`config.mk`:
```
export PLATFORM = sky130hd
export DESIGN_NAME = pipeline_ctrl
export DESIGN_NICKNAME = d
export VERILOG_FILES = /design/src/rtl/pipe_ctrl_pkg.sv /design/src/rtl/syscall_seq.sv /design/src/rtl/pipeline_ctrl.sv
export SDC_FILE = /design/constraint.sdc
export NUM_CORES = 1
export LEC_CHECK = 0
export CORE_MARGIN = 4
export CORE_UTILIZATION = 50
export DETAILED_ROUTE_END_ITERATION = 16
export DONT_BUFFER_PORTS = 1
export SKIP_LAST_GASP = 1
export SLEW_MARGIN = 25
export SYNTH_ARGS = -nofsm -noshare
export SYNTH_HDL_FRONTEND = slang
export SYNTH_SLANG_ARGS = --single-unit
```
`constraint.sdc`:
```
create_clock -name clk -period 2.8 [get_ports clk]
set_input_delay 0.56 -clock clk [delete_from_list [all_inputs] [get_ports clk]]
set_output_delay 0.56 -clock clk [all_outputs]
set_load 0.05 [all_outputs]
```
`src/rtl/pipe_ctrl_pkg.sv`:
```
// pipe_ctrl_pkg: shared syscall FSM states, forward-select codes and register-match helper.
package pipe_ctrl_pkg;
  typedef enum logic [1:0] {IDLE, DRAIN, REQ} sys_state_t;
  localparam logic [1:0] FWD_NONE = 2'b00;
  localparam logic [1:0] FWD_WB = 2'b01;
  localparam logic [1:0] FWD_MEM = 2'b10;
  // Register 0 is hardwired, so it never creates a dependency.
  function automatic logic hit(input logic [4:0] a, input logic [4:0] b, input logic en);
    return en && (a != 5'd0) && (a == b);
  endfunction
endpackage

```
`src/rtl/syscall_seq.sv`:
```
// syscall_seq: syscall drain/request sequencer that stalls the pipeline until the OS handler acknowledges.
module syscall_seq #(
  parameter int DRAIN_CYCLES = 2
) (
  input  logic clk,
  input  logic reset,
  input  logic start,
  input  logic sys_done,
  output logic stall,
  output logic sys_req
);
  import pipe_ctrl_pkg::*;
  localparam int CW = $clog2(DRAIN_CYCLES + 1);
  sys_state_t state, state_n;
  logic [CW-1:0] cnt, cnt_n;
  always_ff @(posedge clk) begin
    if (reset) begin
      state <= IDLE;
      cnt <= '0;
    end else begin
      state <= state_n;
      cnt <= cnt_n;
    end
  end
  always_comb begin
    state_n = state;
    cnt_n = cnt;
    unique case (state)
      IDLE: begin
        state_n = start ? DRAIN : IDLE;
        cnt_n = start ? CW'(DRAIN_CYCLES) : cnt;
      end
      DRAIN: begin
        cnt_n = cnt - CW'(1);
        state_n = (cnt <= CW'(1)) ? REQ : DRAIN;
      end
      REQ: state_n = sys_done ? IDLE : REQ;
      default: state_n = IDLE;
    endcase
  end
  assign stall = state != IDLE;
  assign sys_req = state == REQ;
endmodule

```
`src/rtl/pipeline_ctrl.sv`:
```
// pipeline_ctrl: hazard detection, operand forwarding and syscall stall control.
// Define PIPE_FORWARD_EN to enable forwarding; otherwise every E/M dependency stalls.
module pipeline_ctrl #(
  parameter int DRAIN_CYCLES = 2
) (
  input  logic       clk,
  input  logic       reset,
  input  logic [4:0] RsD,
  input  logic [4:0] RtD,
  input  logic [4:0] RsE,
  input  logic [4:0] RtE,
  input  logic [4:0] WriteRegE,
  input  logic [4:0] WriteRegM,
  input  logic [4:0] WriteRegW,
  input  logic       RegWriteE,
  input  logic       RegWriteM,
  input  logic       RegWriteW,
  input  logic       MemtoRegE,
  input  logic       MemtoRegM,
  input  logic       BranchD,
  input  logic       syscallD,
  input  logic       sys_done,
  output logic       StallF,
  output logic       StallD,
  output logic       FlushE,
  output logic [1:0] ForwardAE,
  output logic [1:0] ForwardBE,
  output logic       ForwardAD,
  output logic       ForwardBD,
  output logic       sys_req
);
  import pipe_ctrl_pkg::*;
  logic lwstall, branchstall, depstall, hazard, seq_stall;
  assign lwstall = MemtoRegE && (RtE != 5'd0) && (RtE == RsD || RtE == RtD);
  assign branchstall = BranchD && (hit(RsD, WriteRegE, RegWriteE) || hit(RtD, WriteRegE, RegWriteE) ||
                                   hit(RsD, WriteRegM, MemtoRegM) || hit(RtD, WriteRegM, MemtoRegM));
`ifdef PIPE_FORWARD_EN
  assign ForwardAE = hit(RsE, WriteRegM, RegWriteM) ? FWD_MEM : hit(RsE, WriteRegW, RegWriteW) ? FWD_WB : FWD_NONE;
  assign ForwardBE = hit(RtE, WriteRegM, RegWriteM) ? FWD_MEM : hit(RtE, WriteRegW, RegWriteW) ? FWD_WB : FWD_NONE;
  assign ForwardAD = hit(RsD, WriteRegM, RegWriteM);
  assign ForwardBD = hit(RtD, WriteRegM, RegWriteM);
  assign depstall = 1'b0;
`else
  logic unused_w;
  assign unused_w = ^{WriteRegW, RegWriteW};
  assign ForwardAE = FWD_NONE;
  assign ForwardBE = FWD_NONE;
  assign ForwardAD = 1'b0;
  assign ForwardBD = 1'b0;
  // Without bypass paths any in-flight producer in E or M must drain first.
  assign depstall = hit(RsE, WriteRegE, RegWriteE) || hit(RtE, WriteRegE, RegWriteE) ||
                    hit(RsD, WriteRegE, RegWriteE) || hit(RtD, WriteRegE, RegWriteE) ||
                    hit(RsE, WriteRegM, RegWriteM) || hit(RtE, WriteRegM, RegWriteM) ||
                    hit(RsD, WriteRegM, RegWriteM) || hit(RtD, WriteRegM, RegWriteM);
`endif
  assign hazard = lwstall || branchstall || depstall;
  syscall_seq #(.DRAIN_CYCLES(DRAIN_CYCLES)) u_seq (
    .clk(clk),
    .reset(reset),
    .start(syscallD && !hazard),
    .sys_done(sys_done),
    .stall(seq_stall),
    .sys_req(sys_req)
  );
  assign StallF = hazard || seq_stall;
  assign StallD = hazard || seq_stall;
  assign FlushE = hazard || seq_stall;
endmodule
```
# == Yosys cells after proc, flatten, opt, wreduce, memory -nomap -nowiden ==
# Index checks and enable logic that the tools add are counted.
# op_classes
addsub,1
reduce_logical,47
n_mux,6
n_lt_le_gt_ge,1
eq_ne,13
# op_table
cell,count
$eq 5x5->1,10
$logic_and 1x1->1,24
$reduce_bool 5->1,4
$logic_or 1x1->1,14
$mux 2,3
$pmux 2 s3,1
$pmux 2 s2,1
$reduce_bool 2->1,2
$eq 2x1->1 const B,1
$eq 2x2->1 const B,1
$le 2x1->1 const B,1
$logic_not 2->1,1
$ne 2x1->1 const B,1
$reduce_and 2->1,1
$sub 2x1->2 const B,1
$logic_not 1->1,1
$mux 1,1
# totals
input_bits,45
wordCells,70
register_bits,4

# == Longest topological paths before layout ==
# Gate-level depths: netlist (run 1).
# logic_depth
ltp_word,15
mapped_depth,7
mapped_depth_nobuf,6

# == Hierarchy ==
# Synthesis (run 1) repeated with hierarchy kept, for this count alone.
# unflattened
cells_unflattened,122
area_unflattened_um2,969.7
# by_module_without_submodules
module,seq_area_each_um2,area_each_um2,n_inst,cells_per_inst
pipeline_ctrl,0.0,775.7,1,102
syscall_seq,80.1,193.9,1,20

# == Worst setup path after synthesis (run 1) ==
# Ideal clock, no wire load.
# synth_path
kind,input-to-output
startpoint,in RtE[2]
endpoint,out StallD
stages,7
arrival_time_ps,2643
slack_ps,-403
required_ps,2240
path_buffers,2
path_cell_list,buf_2 or4_4 nor2_4 nor4_1 nor4b_4 nand4b_1 buf_4
# synth_via
elab_chain_len,12
# synth_lines
element,line,text
from (decl),pipeline_ctrl.sv:11,"input logic [4:0] RtE,"
$reduce_bool 5->1,"pipe_ctrl_pkg.sv:9, pipeline_ctrl.sv:34",
$logic_and 1x1->1 (2 in a row),pipe_ctrl_pkg.sv:9,return en && (a != 5'd0) && (a == b);
$logic_or 1x1->1 (2 in a row),pipeline_ctrl.sv:51,"assign depstall = hit(RsE, WriteRegE, RegWriteE) || hit(RtE, WriteRegE, RegWriteE) ||"
$logic_or 1x1->1 (2 in a row),pipeline_ctrl.sv:52,"hit(RsD, WriteRegE, RegWriteE) || hit(RtD, WriteRegE, RegWriteE) ||"
$logic_or 1x1->1 (2 in a row),pipeline_ctrl.sv:53,"hit(RsE, WriteRegM, RegWriteM) || hit(RtE, WriteRegM, RegWriteM) ||"
$logic_or 1x1->1,pipeline_ctrl.sv:54,"hit(RsD, WriteRegM, RegWriteM) || hit(RtD, WriteRegM, RegWriteM);"
$logic_or 1x1->1 (*),pipeline_ctrl.sv:56,assign hazard = lwstall || branchstall || depstall;
$logic_or 1x1->1 (*),--,
to (decl),pipeline_ctrl.sv:24,"output logic StallD,"
# Every way passes the cells marked *; elsewhere a longest branch is shown, timed or not.

# == Worst setup path in the final report (run 1) ==
# layout_path
startpoint,in RsE[1]
endpoint,out StallD
# layout_via
elab_chain_len,12
# layout_lines
element,line,text
from (decl),pipeline_ctrl.sv:10,"input logic [4:0] RsE,"
$reduce_bool 5->1,pipe_ctrl_pkg.sv:9,
$logic_and 1x1->1 (2 in a row),pipe_ctrl_pkg.sv:9,
$logic_or 1x1->1 (2 in a row),pipeline_ctrl.sv:51,
$logic_or 1x1->1,pipeline_ctrl.sv:52,
$logic_or 1x1->1 (*),pipeline_ctrl.sv:52,
$logic_or 1x1->1 (*) (2 in a row),pipeline_ctrl.sv:53,
$logic_or 1x1->1 (*),pipeline_ctrl.sv:54,
$logic_or 1x1->1 (*),pipeline_ctrl.sv:56,
$logic_or 1x1->1 (*),pipeline_ctrl.sv:66,assign StallD = hazard || seq_stall;
# Marks and branches as above.

==> results.py, run 1 <==
metrics = {
    "die": {
        "row_count": 16,
        "die_x_um": 53.1,
        "floorplan.initialDensity": 0.524,
        "die-area_sq_um": 2820,
        "core_area_sq_um": 1940,
        "io_pins": 55,
        "die_h_um": 53.1,
    },
    "worst_setup_path": {
        "worst-path-stages": 6,
        "reg2reg_to": "u_seq.cnt[0]$_SDFFE_PP0P_",
        "crit_family": "simple AND/OR/NAND/NOR gates",
        "crit_type": "in2out",
        "cp_max_fo": 3,
        "reg2reg_depth": 4,
        "slowest_stage": "or4_1",
        "crit_required_ns": 2.24,
        "critical_path_buf_inv_count": 1,
        "cp.arrival_ns": 2.12,
        "rrSetupSlack_ns": 1.51,
        "end_kind": "output pin",
        "cp_cell_sequence": "or4_1, nor2_1, nor4_1, nor4b_4, nand4b_1, clkbuf_16",
        "cp-start-kind": "input pin",
        "rr_startpoint": "u_seq.state[0]$_SDFF_PP0_",
        "crit_path_max_incr_delay_ns": 0.50,
    },
    "sta": {
        "hold_ws_ns": 0.376,
        "rsz0062_at_grt": "no",
        "hold_viol": 0,
        "min_period_ns": 2.68,
        "fin_ws_ns": 0.120,
        "maxClockFrequency_mhz": 373,
        "fin_worst_skew_ns": 0.00176,
        "report.final.slew_viol_count": 0,
        "tightestPinTransition_ns": 0.733,
        "tns_ns": 0,
        "period_share": 0.957,
        "maxSlewHeadroom": 0.507,
        "setup_viol": 0,
    },
    "routing": {
        "drt_iter0_markers": 5,
        "drt_wl_total_um": 2540,
        "drc": 0,
        "drtPass1Iterations": 4,
        "viasPerCell": 5.75,
        "detail-route-antenna-nets": 0,
        "wl_per_cell_um": 17.4,
        "num_vias": 839,
    },
    "clock_tree": {
        "cts_num_sinks": 4,
        "cts-buffers-inserted": 3,
        "cts_buffer_depth": 2,
        "cts_tree": "done",
        "path_clk_slew_ns": 0.04,
        "htree_levels": 1,
        "clk_latency_ns": 0.24,
        "postCtsSetupBuffers": 0,
        "cts_root_buf": "clkbuf_4",
    },
    "synth": {
        "synth_seq_cells": 4,
        "synth_top_area_share": 0.276,
        "synthArstFlopShare": 0,
        "synth_common_cells": "32 x xnor2_1, 18 x xor2_1, 8 x buf_4",
        "synth_top_area_cell": "xnor2_1",
        "synth_seq_area_share": 0.0787,
        "syn_avg_cell_area_sq_um": 8.20,
        "syn_area_sq_um": 1020,
        "synth_cell_types": 32,
        "synthTopCellsByArea": "xnor2_1 28%, xor2_1 15%, dfxtp_1 7.9%, buf_4 5.9%, nor4b_4 4.7%",
        "syn_inst": 124,
        "synth_most_common_cell": "xnor2_1",
        "yosys_warnings": 0,
        "synth_edf_count": 0,
        "synth_ff_type": "dfxtp_1",
    },
    "status": {
        "status": "finished clean",
    },
    "place": {
        "place_ws_ns": 0.0880,
        "gp_congestion": 0.778,
        "io_buffers": 0,
        "hpwl_um": 2110,
    },
    "final_layout": {
        "nNetsFinal": 167,
        "area_growth_pct": 2.34,
        "diodes": 0,
        "nFillCells": 194,
        "drive_gt1_frac": 0.126,
    },
    "power": {
        "p_total_w": 0.000371,
        "peakVddDrop_mv": 0.424,
        "p_leak_nw": 0.352,
        "power.density_nw_per_um2": 356,
    },
    "hold_path": {
        "holdPathEnd": "u_seq.cnt[1]$_SDFFE_PP0P_",
        "hold_path_startpoint": "reset",
        "whs_path_depth": 1,
        "hp-class": "in2reg",
    },
    "global_route": {
        "grt_overflow": 0,
        "grt_max_degree": 7,
        "grt_first_pass_wirelength_um": 3870,
        "antenna_found_initial": 0,
        "grt_use_total": 0.187,
        "grt_pass1_vias": 787,
    },
    "flow_run": {
        "cap_violations": 0,
    },
}
[metal layers]
metal / GRT usage / routed length (um) / vias up
li1: - / - / 410
met1: 0.249 / 1060 / 378
met2: 0.287 / 1120 / 49
met3: 0.0732 / 332 / 2
met4: 0.0298 / 23 / 0
met5: 0 / 0 / -
[power by group]
part	switching (W)	leakage [nW]	internal, W
Clock	0.0000281	0.0138	0.0000482
Combinational	0.000121	0.305	0.000101
Sequential	0.00000705	0.0330	0.0000652
[final cells by class]
class	instances	area, sq um	share of cell area
tap	27	33.8	0.0325
inverter	2	7.51	0.00721
multi-input combinational	107	853	0.820
timing repair buffer	3	43.8	0.0421
clock buffer	3	22.5	0.0216
sequential	4	80.1	0.0769
[cells by family (layout without fill, tap and decap cells)]
group                    after synthesis  count (layout)  share of synthesized area
AO/OA/AOI/OAI                          8               8                     0.0664
XOR/XNOR                              50              50                      0.431
adder cells (fa/ha/maj)                1               1                     0.0123
buffers and inverters                 18               8                      0.107
flip-flops                             4               4                     0.0787
other                                  1               6                    0.00369
AND/OR/NAND/NOR                       42              42                      0.301
[worst max path at each step]
stage            from     end  slack (ns)
2_1_floorplan  RtE[2]  StallD       -0.39
3_3_place_gp   RsE[1]  FlushE         0.1
3_5_place_dp   RsE[1]  FlushE        0.09
4_1_cts        RsE[1]  FlushE        0.06
5_1_grt        RsE[1]  StallF       0.009
6_report       RsE[1]  StallD        0.12
[registers in the layout (all words and copies together), names as in the netlist]
register	cells
u_seq.state	2
u_seq.cnt	2
[cells in the final DEF, fill, tap and decap left out, types with 2 or more instances in the layout]
cell type	netlist	final
xnor2_1	32	32
xor2_1	18	18
nor2_1	6	6
nand4_1	6	6
conb_1	1	6
or4_1	5	5
nand3_1	4	4
nor3_1	4	4
dfxtp_1	4	4
a21oi_1	3	3
nor4_1	4	3
clkbuf_4	0	3
inv_1	2	2
nor4_2	1	2
nor4b_4	2	2
nor2b_1	2	2
a221oi_2	2	2
[repair_timing]
item / 4_1_cts / 5_1_grt
setup endpoints to repair: 0 / 3
resized for setup: 0 / 2
hold buffers: 0 / 0
[per-stage QoR]
step	utilization	instances	area, sq um
CTS	0.535	146	1040
floorplan	-	129	1050
finish	0.536	146	1040
global route	0.536	146	1040
detailed placement	0.524	143	1020
global placement	0.524	143	1020
Note: power is estimated with default switching activity, not from simulation.
==> inputs of run 2 (changes only) <==
--- a/config.mk
+++ b/config.mk
@@ -6,11 +6,10 @@
 export NUM_CORES = 1
 export LEC_CHECK = 0
 export CORE_MARGIN = 4
-export CORE_UTILIZATION = 50
+export CORE_UTILIZATION = 35
 export DETAILED_ROUTE_END_ITERATION = 16
 export DONT_BUFFER_PORTS = 1
 export SKIP_LAST_GASP = 1
-export SLEW_MARGIN = 25
 export SYNTH_ARGS = -nofsm -noshare
 export SYNTH_HDL_FRONTEND = slang
 export SYNTH_SLANG_ARGS = --single-unit
==> results.py, run 2 (synthesis results as in run 1) <==
metrics = {
    "status": {
        "status": "finished clean",
    },
    "clock_tree": {
        "cts_num_sinks": 4,
        "path_clk_slew_ns": 0.04,
        "htree_levels": 1,
        "cts_hold_buf": 0,
        "cts-buffers-inserted": 3,
        "cts_tree": "done",
        "cts_root_buf": "clkbuf_4",
        "clk_latency_ns": 0.24,
        "cts_buffer_depth": 2,
    },
    "final_layout": {
        "mostFrequentLayoutCell": "xnor2_1",
        "area_growth_pct": 3.81,
        "final_cell_mix": "32 x xnor2_1, 18 x xor2_1, 6 x nor2_1, 6 x nand4_1, 6 x conb_1",
        "diodes": 0,
        "nFillCells": 284,
        "nNetsFinal": 168,
        "top_regs": "u_seq.cnt (2), u_seq.state (2)",
        "regArea_sq_um": 80.1,
        "drive_gt1_frac": 0.133,
        "multi_input_area_sq_um": 853,
    },
    "place": {
        "place_ws_ns": 0.0697,
        "io_buffers": 0,
        "gp_congestion": 0.885,
        "hpwl_um": 2130,
    },
    "worst_setup_path": {
        "cp-start-kind": "input pin",
        "cp_cell_sequence": "or4_1, nor2_1, nor4_1, nor4b_4, nand4b_1, buf_4, buf_16",
        "end_kind": "output pin",
        "crit_path_max_incr_delay_ns": 0.50,
        "crit_type": "in2out",
        "crit_required_ns": 2.24,
        "crit_family": "simple AND/OR/NAND/NOR gates",
        "cp.arrival_ns": 2.08,
        "critical_path_buf_inv_count": 2,
        "cp_max_fo": 3,
        "slowest_stage": "or4_1",
    },
    "routing": {
        "detail-route-antenna-nets": 0,
        "num_vias": 833,
        "viasPerCell": 5.52,
        "wl_per_cell_um": 16.5,
        "dr_wl_met2_um": 1220,
        "drc": 0,
        "routed.top_layer": "met4",
        "drtPass1Iterations": 4,
        "drt_iter0_markers": 23,
        "route.met3.wl_um": 246,
        "wl_met1_um": 1000,
        "drt_wl_total_um": 2490,
    },
    "sta": {
        "fin_worst_skew_ns": 0.00310,
        "period_share": 0.942,
        "fin_ws_ns": 0.163,
        "maxSlewHeadroom": 0.519,
        "setup_viol": 0,
        "maxClockFrequency_mhz": 379,
        "report.final.slew_viol_count": 0,
        "rsz0062_at_grt": "no",
        "hold_viol": 0,
        "tns_ns": 0,
        "tightestPinTransition_ns": 0.714,
        "min_period_ns": 2.64,
    },
    "flow_run": {
        "cap_violations": 0,
    },
    "power": {
        "peakVddDrop_mv": 0.426,
        "p_total_w": 0.000381,
        "p_leak_nw": 0.357,
        "power.density_nw_per_um2": 361,
    },
    "global_route": {
        "grt_first_pass_wirelength_um": 3930,
        "grt_max_degree": 7,
        "grt_use_total": 0.138,
        "grt_overflow": 0,
        "grt_pass1_vias": 847,
        "antenna_found_initial": 0,
    },
    "die": {
        "die_h_um": 61.9,
        "row_count": 19,
        "io_pins": 55,
        "die-area_sq_um": 3830,
        "die_x_um": 61.9,
        "floorplan.initialDensity": 0.369,
        "core_area_sq_um": 2760,
    },
    "hold_path": {
        "hp-class": "in2reg",
    },
}
==> run 2: cell count changes in the layout (fill, tap and decap cells not counted), sizes merged <==
cell / previous run / this run
buf: 2 / 4
clkbuf: 4 / 3
==> run 2: what timing repair did <==
| action | in CTS | in global routing |
|---|---|---|
| gates resized for setup | 0 | 1 |
| setup endpoints to repair | 0 | 3 |
| setup buffers | 0 | 1 |
==> run 2: power by group <==
group / leakage [nW] / internal [W] / switching [W] / total (W)
Combinational: 0.310 / 0.000111 / 0.000124 / 0.000234
Sequential: 0.0330 / 0.0000652 / 0.00000741 / 0.0000727
Clock: 0.0138 / 0.0000481 / 0.0000257 / 0.0000738
Total: 0.357 / 0.000224 / 0.000157 / 0.000381
==> run 2: cell type report <==
| type | count | area share |
|---|---|---|
| multi-input cells | 107 | 0.808 |
| repair buffers | 4 | 0.0509 |
| inverters | 2 | 0.00711 |
| flip-flops and latches | 4 | 0.0758 |
| well taps | 31 | 0.0367 |
| clock buffers | 3 | 0.0213 |
==> run 2: worst reg2reg max path, cell delays in order (launching register included) <==
cell and delay, ns:
dfxtp_1 0.34, nor2_1 0.12, nor4b_4 0.22, nand4b_2 0.19, a221oi_2 0.27
==> run 2: metrics by stage <==
stage	utilization	cells	hold WS, ns	instance area (sq um)
final	0.383	151	0.382	1060
after global routing	0.383	151	0.364	1060
after CTS	0.379	150	0.380	1040
after detailed placement	0.371	147	0.496	1020
after global placement	0.371	147	0.488	1020
after floorplan	-	129	0.465	1050
==> run 2: path summary, 6_finish.rpt <==
| check | depth (start not counted) | startpoint | slack, ns | endpoint |
|---|---|---|---|---|
| min reg2reg | 1 | u_seq.state[1]$_SDFF_PP0_ | 0.50 | u_seq.state[0]$_SDFF_PP0_ |
| max reg2reg | 4 | u_seq.state[0]$_SDFF_PP0_ | 1.56 | u_seq.cnt[1]$_SDFFE_PP0P_ |
| max | 7 | RsE[1] | 0.16 | StallD |
| min | 1 | reset | 0.38 | u_seq.state[0]$_SDFF_PP0_ |
==> run 2: layer usage <==
| metal | GRT usage | up-vias |
|---|---|---|
| met5 | 0 | - |
| met4 | 0.0242 | 0 |
| met3 | 0.0517 | 2 |
| met2 | 0.244 | 33 |
| met1 | 0.160 | 388 |
| li1 | - | 410 |
==> inputs of run 3 (changes only) <==
--- a/config.mk
+++ b/config.mk
@@ -5,7 +5,7 @@
 export SDC_FILE = /design/constraint.sdc
 export NUM_CORES = 1
 export LEC_CHECK = 0
-export CORE_MARGIN = 4
+export CORE_MARGIN = 10
 export CORE_UTILIZATION = 35
 export DETAILED_ROUTE_END_ITERATION = 16
 export DONT_BUFFER_PORTS = 1
==> results.py, run 3 (synthesis results as in run 1) <==
metrics = {
    "clock_tree": {
        "cts-buffers-inserted": 3,
        "clk_latency_ns": 0.24,
        "path_clk_slew_ns": 0.04,
        "cts_num_sinks": 4,
        "cts_tree": "done",
        "cts_root_buf": "clkbuf_4",
        "htree_levels": 1,
        "cts_hold_buf": 0,
        "cts_buffer_depth": 2,
    },
    "routing": {
        "wl_per_cell_um": 18.7,
        "detail-route-antenna-nets": 0,
        "drt_wl_total_um": 2800,
        "drt_iter0_markers": 51,
        "num_vias": 824,
        "drc": 0,
        "viasPerCell": 5.49,
        "drtPass1Iterations": 4,
    },
    "final_layout": {
        "nFillCells": 282,
        "area_growth_pct": 2.83,
        "final_cell_mix": "32 x xnor2_1, 18 x xor2_1, 6 x nor2_1, 6 x nand4_1, 6 x conb_1",
        "nNetsFinal": 167,
        "top_regs": "u_seq.cnt (2), u_seq.state (2)",
        "stdcell_area_sq_um": 1050,
        "mostFrequentLayoutCell": "xnor2_1",
        "regArea_sq_um": 80.1,
        "drive_gt1_frac": 0.126,
        "multi_input_area_sq_um": 853,
        "diodes": 0,
        "stdcell_count": 150,
    },
    "sta": {
        "period_share": 0.958,
        "report.final.slew_viol_count": 0,
        "fin_worst_skew_ns": 0.00272,
        "rsz0062_at_grt": "no",
        "min_period_ns": 2.68,
        "hold_viol": 0,
        "maxClockFrequency_mhz": 373,
        "maxSlewHeadroom": 0.516,
        "setup_viol": 0,
        "tightestPinTransition_ns": 0.719,
        "fin_ws_ns": 0.118,
    },
    "worst_setup_path": {
        "crit_type": "in2out",
        "crit_path_max_incr_delay_ns": 0.52,
        "cp_max_fo": 3,
        "crit_family": "simple AND/OR/NAND/NOR gates",
        "cp.arrival_ns": 2.12,
        "cp_cell_sequence": "or4_1, nor2_1, nor4_1, nor4b_4, nand4b_1, clkbuf_16",
        "end_kind": "output pin",
        "slowest_stage": "or4_1",
        "critical_path_buf_inv_count": 1,
        "crit_required_ns": 2.24,
        "cp-start-kind": "input pin",
    },
    "global_route": {
        "grt_max_degree": 7,
        "grt_overflow": 0,
        "grt_use_total": 0.101,
        "grt_first_pass_wirelength_um": 4380,
        "grt_pass1_vias": 861,
        "antenna_found_initial": 0,
    },
    "die": {
        "io_pins": 55,
        "die-area_sq_um": 5460,
        "die_x_um": 73.9,
        "row_count": 19,
        "core_area_sq_um": 2760,
        "floorplan.initialDensity": 0.369,
        "die_h_um": 73.9,
    },
    "power": {
        "power.density_nw_per_um2": 351,
        "p_clk_frac": 0.195,
        "p_leak_nw": 0.352,
        "share_comb_of_total_power": 0.607,
        "peakVddDrop_mv": 0.392,
        "pwr-share-seq": 0.198,
        "p_sw_w": 0.000153,
        "swShare": 0.416,
        "p_int_w": 0.000215,
    },
    "hold_path": {
        "hp-class": "in2reg",
    },
    "place": {
        "place_inst": 147,
        "hpwl_um": 2440,
        "place_ws_ns": 0.0599,
        "io_buffers": 0,
        "dpl_cell_area_sq_um": 1020,
        "gp_congestion": 0.923,
    },
    "status": {
        "status": "finished clean",
    },
    "flow_run": {
        "cap_violations": 0,
    },
}
run 3: power by group through the flow:
stage	combinational, W	clock (W)	sequential (W)
2_1_floorplan	0.000217	0	0.0000717
3_3_place_gp	0.000221	0	0.0000727
3_5_place_dp	0.000226	0	0.0000737
4_1_cts	0.000226	0.0000741	0.0000728
5_1_grt	0.000239	0.0000813	0.0000740
6_report	0.000223	0.0000718	0.0000726
run 3: layout make-up:
| type | count | share of cell area |
|---|---|---|
| flip-flops and latches | 4 | 0.0766 |
| well taps | 31 | 0.0371 |
| multi-input cells | 107 | 0.816 |
| inverters | 2 | 0.00718 |
| clock buffers | 3 | 0.0215 |
| repair buffers | 3 | 0.0419 |
run 3: per-stage QoR:
step           setup TNS, ns  hold slack, ns  utilization  total power (W)
2_1_floorplan         -0.781           0.465            -         0.000289
3_3_place_gp               0           0.486        0.371         0.000294
3_5_place_dp               0           0.504        0.371         0.000300
4_1_cts                    0           0.381        0.379         0.000373
5_1_grt                    0           0.364        0.379         0.000394
6_report                   0           0.385        0.379         0.000367
run 3: what timing repair did:
| item | CTS | global route |
|---|---|---|
| endpoints found under the setup margin | 0 | 1 |
| resized for setup | 0 | 2 |
| hold endpoints to repair | 0 | 0 |
| buffers inserted | 0 | 0 |
run 3: final timing paths:
check / start / endpoint / slack (ns) / depth (start not counted)
worst min register to register: u_seq.state[1]$_SDFF_PP0_ / u_seq.state[0]$_SDFF_PP0_ / 0.51 / 1
worst min-delay path: reset / u_seq.state[0]$_SDFF_PP0_ / 0.38 / 1
worst max register to register: u_seq.state[0]$_SDFF_PP0_ / u_seq.cnt[0]$_SDFFE_PP0P_ / 1.57 / 4
worst max-delay path: RsE[1] / FlushE / 0.12 / 6
run 3: per-layer routing:
layer	track usage	wire length [um]	vias to the layer above
met3	0.0444	327	2
met5	0	0	-
met4	0.0186	20	0
met2	0.175	1380	42
li1	-	-	406
met1	0.111	1080	374
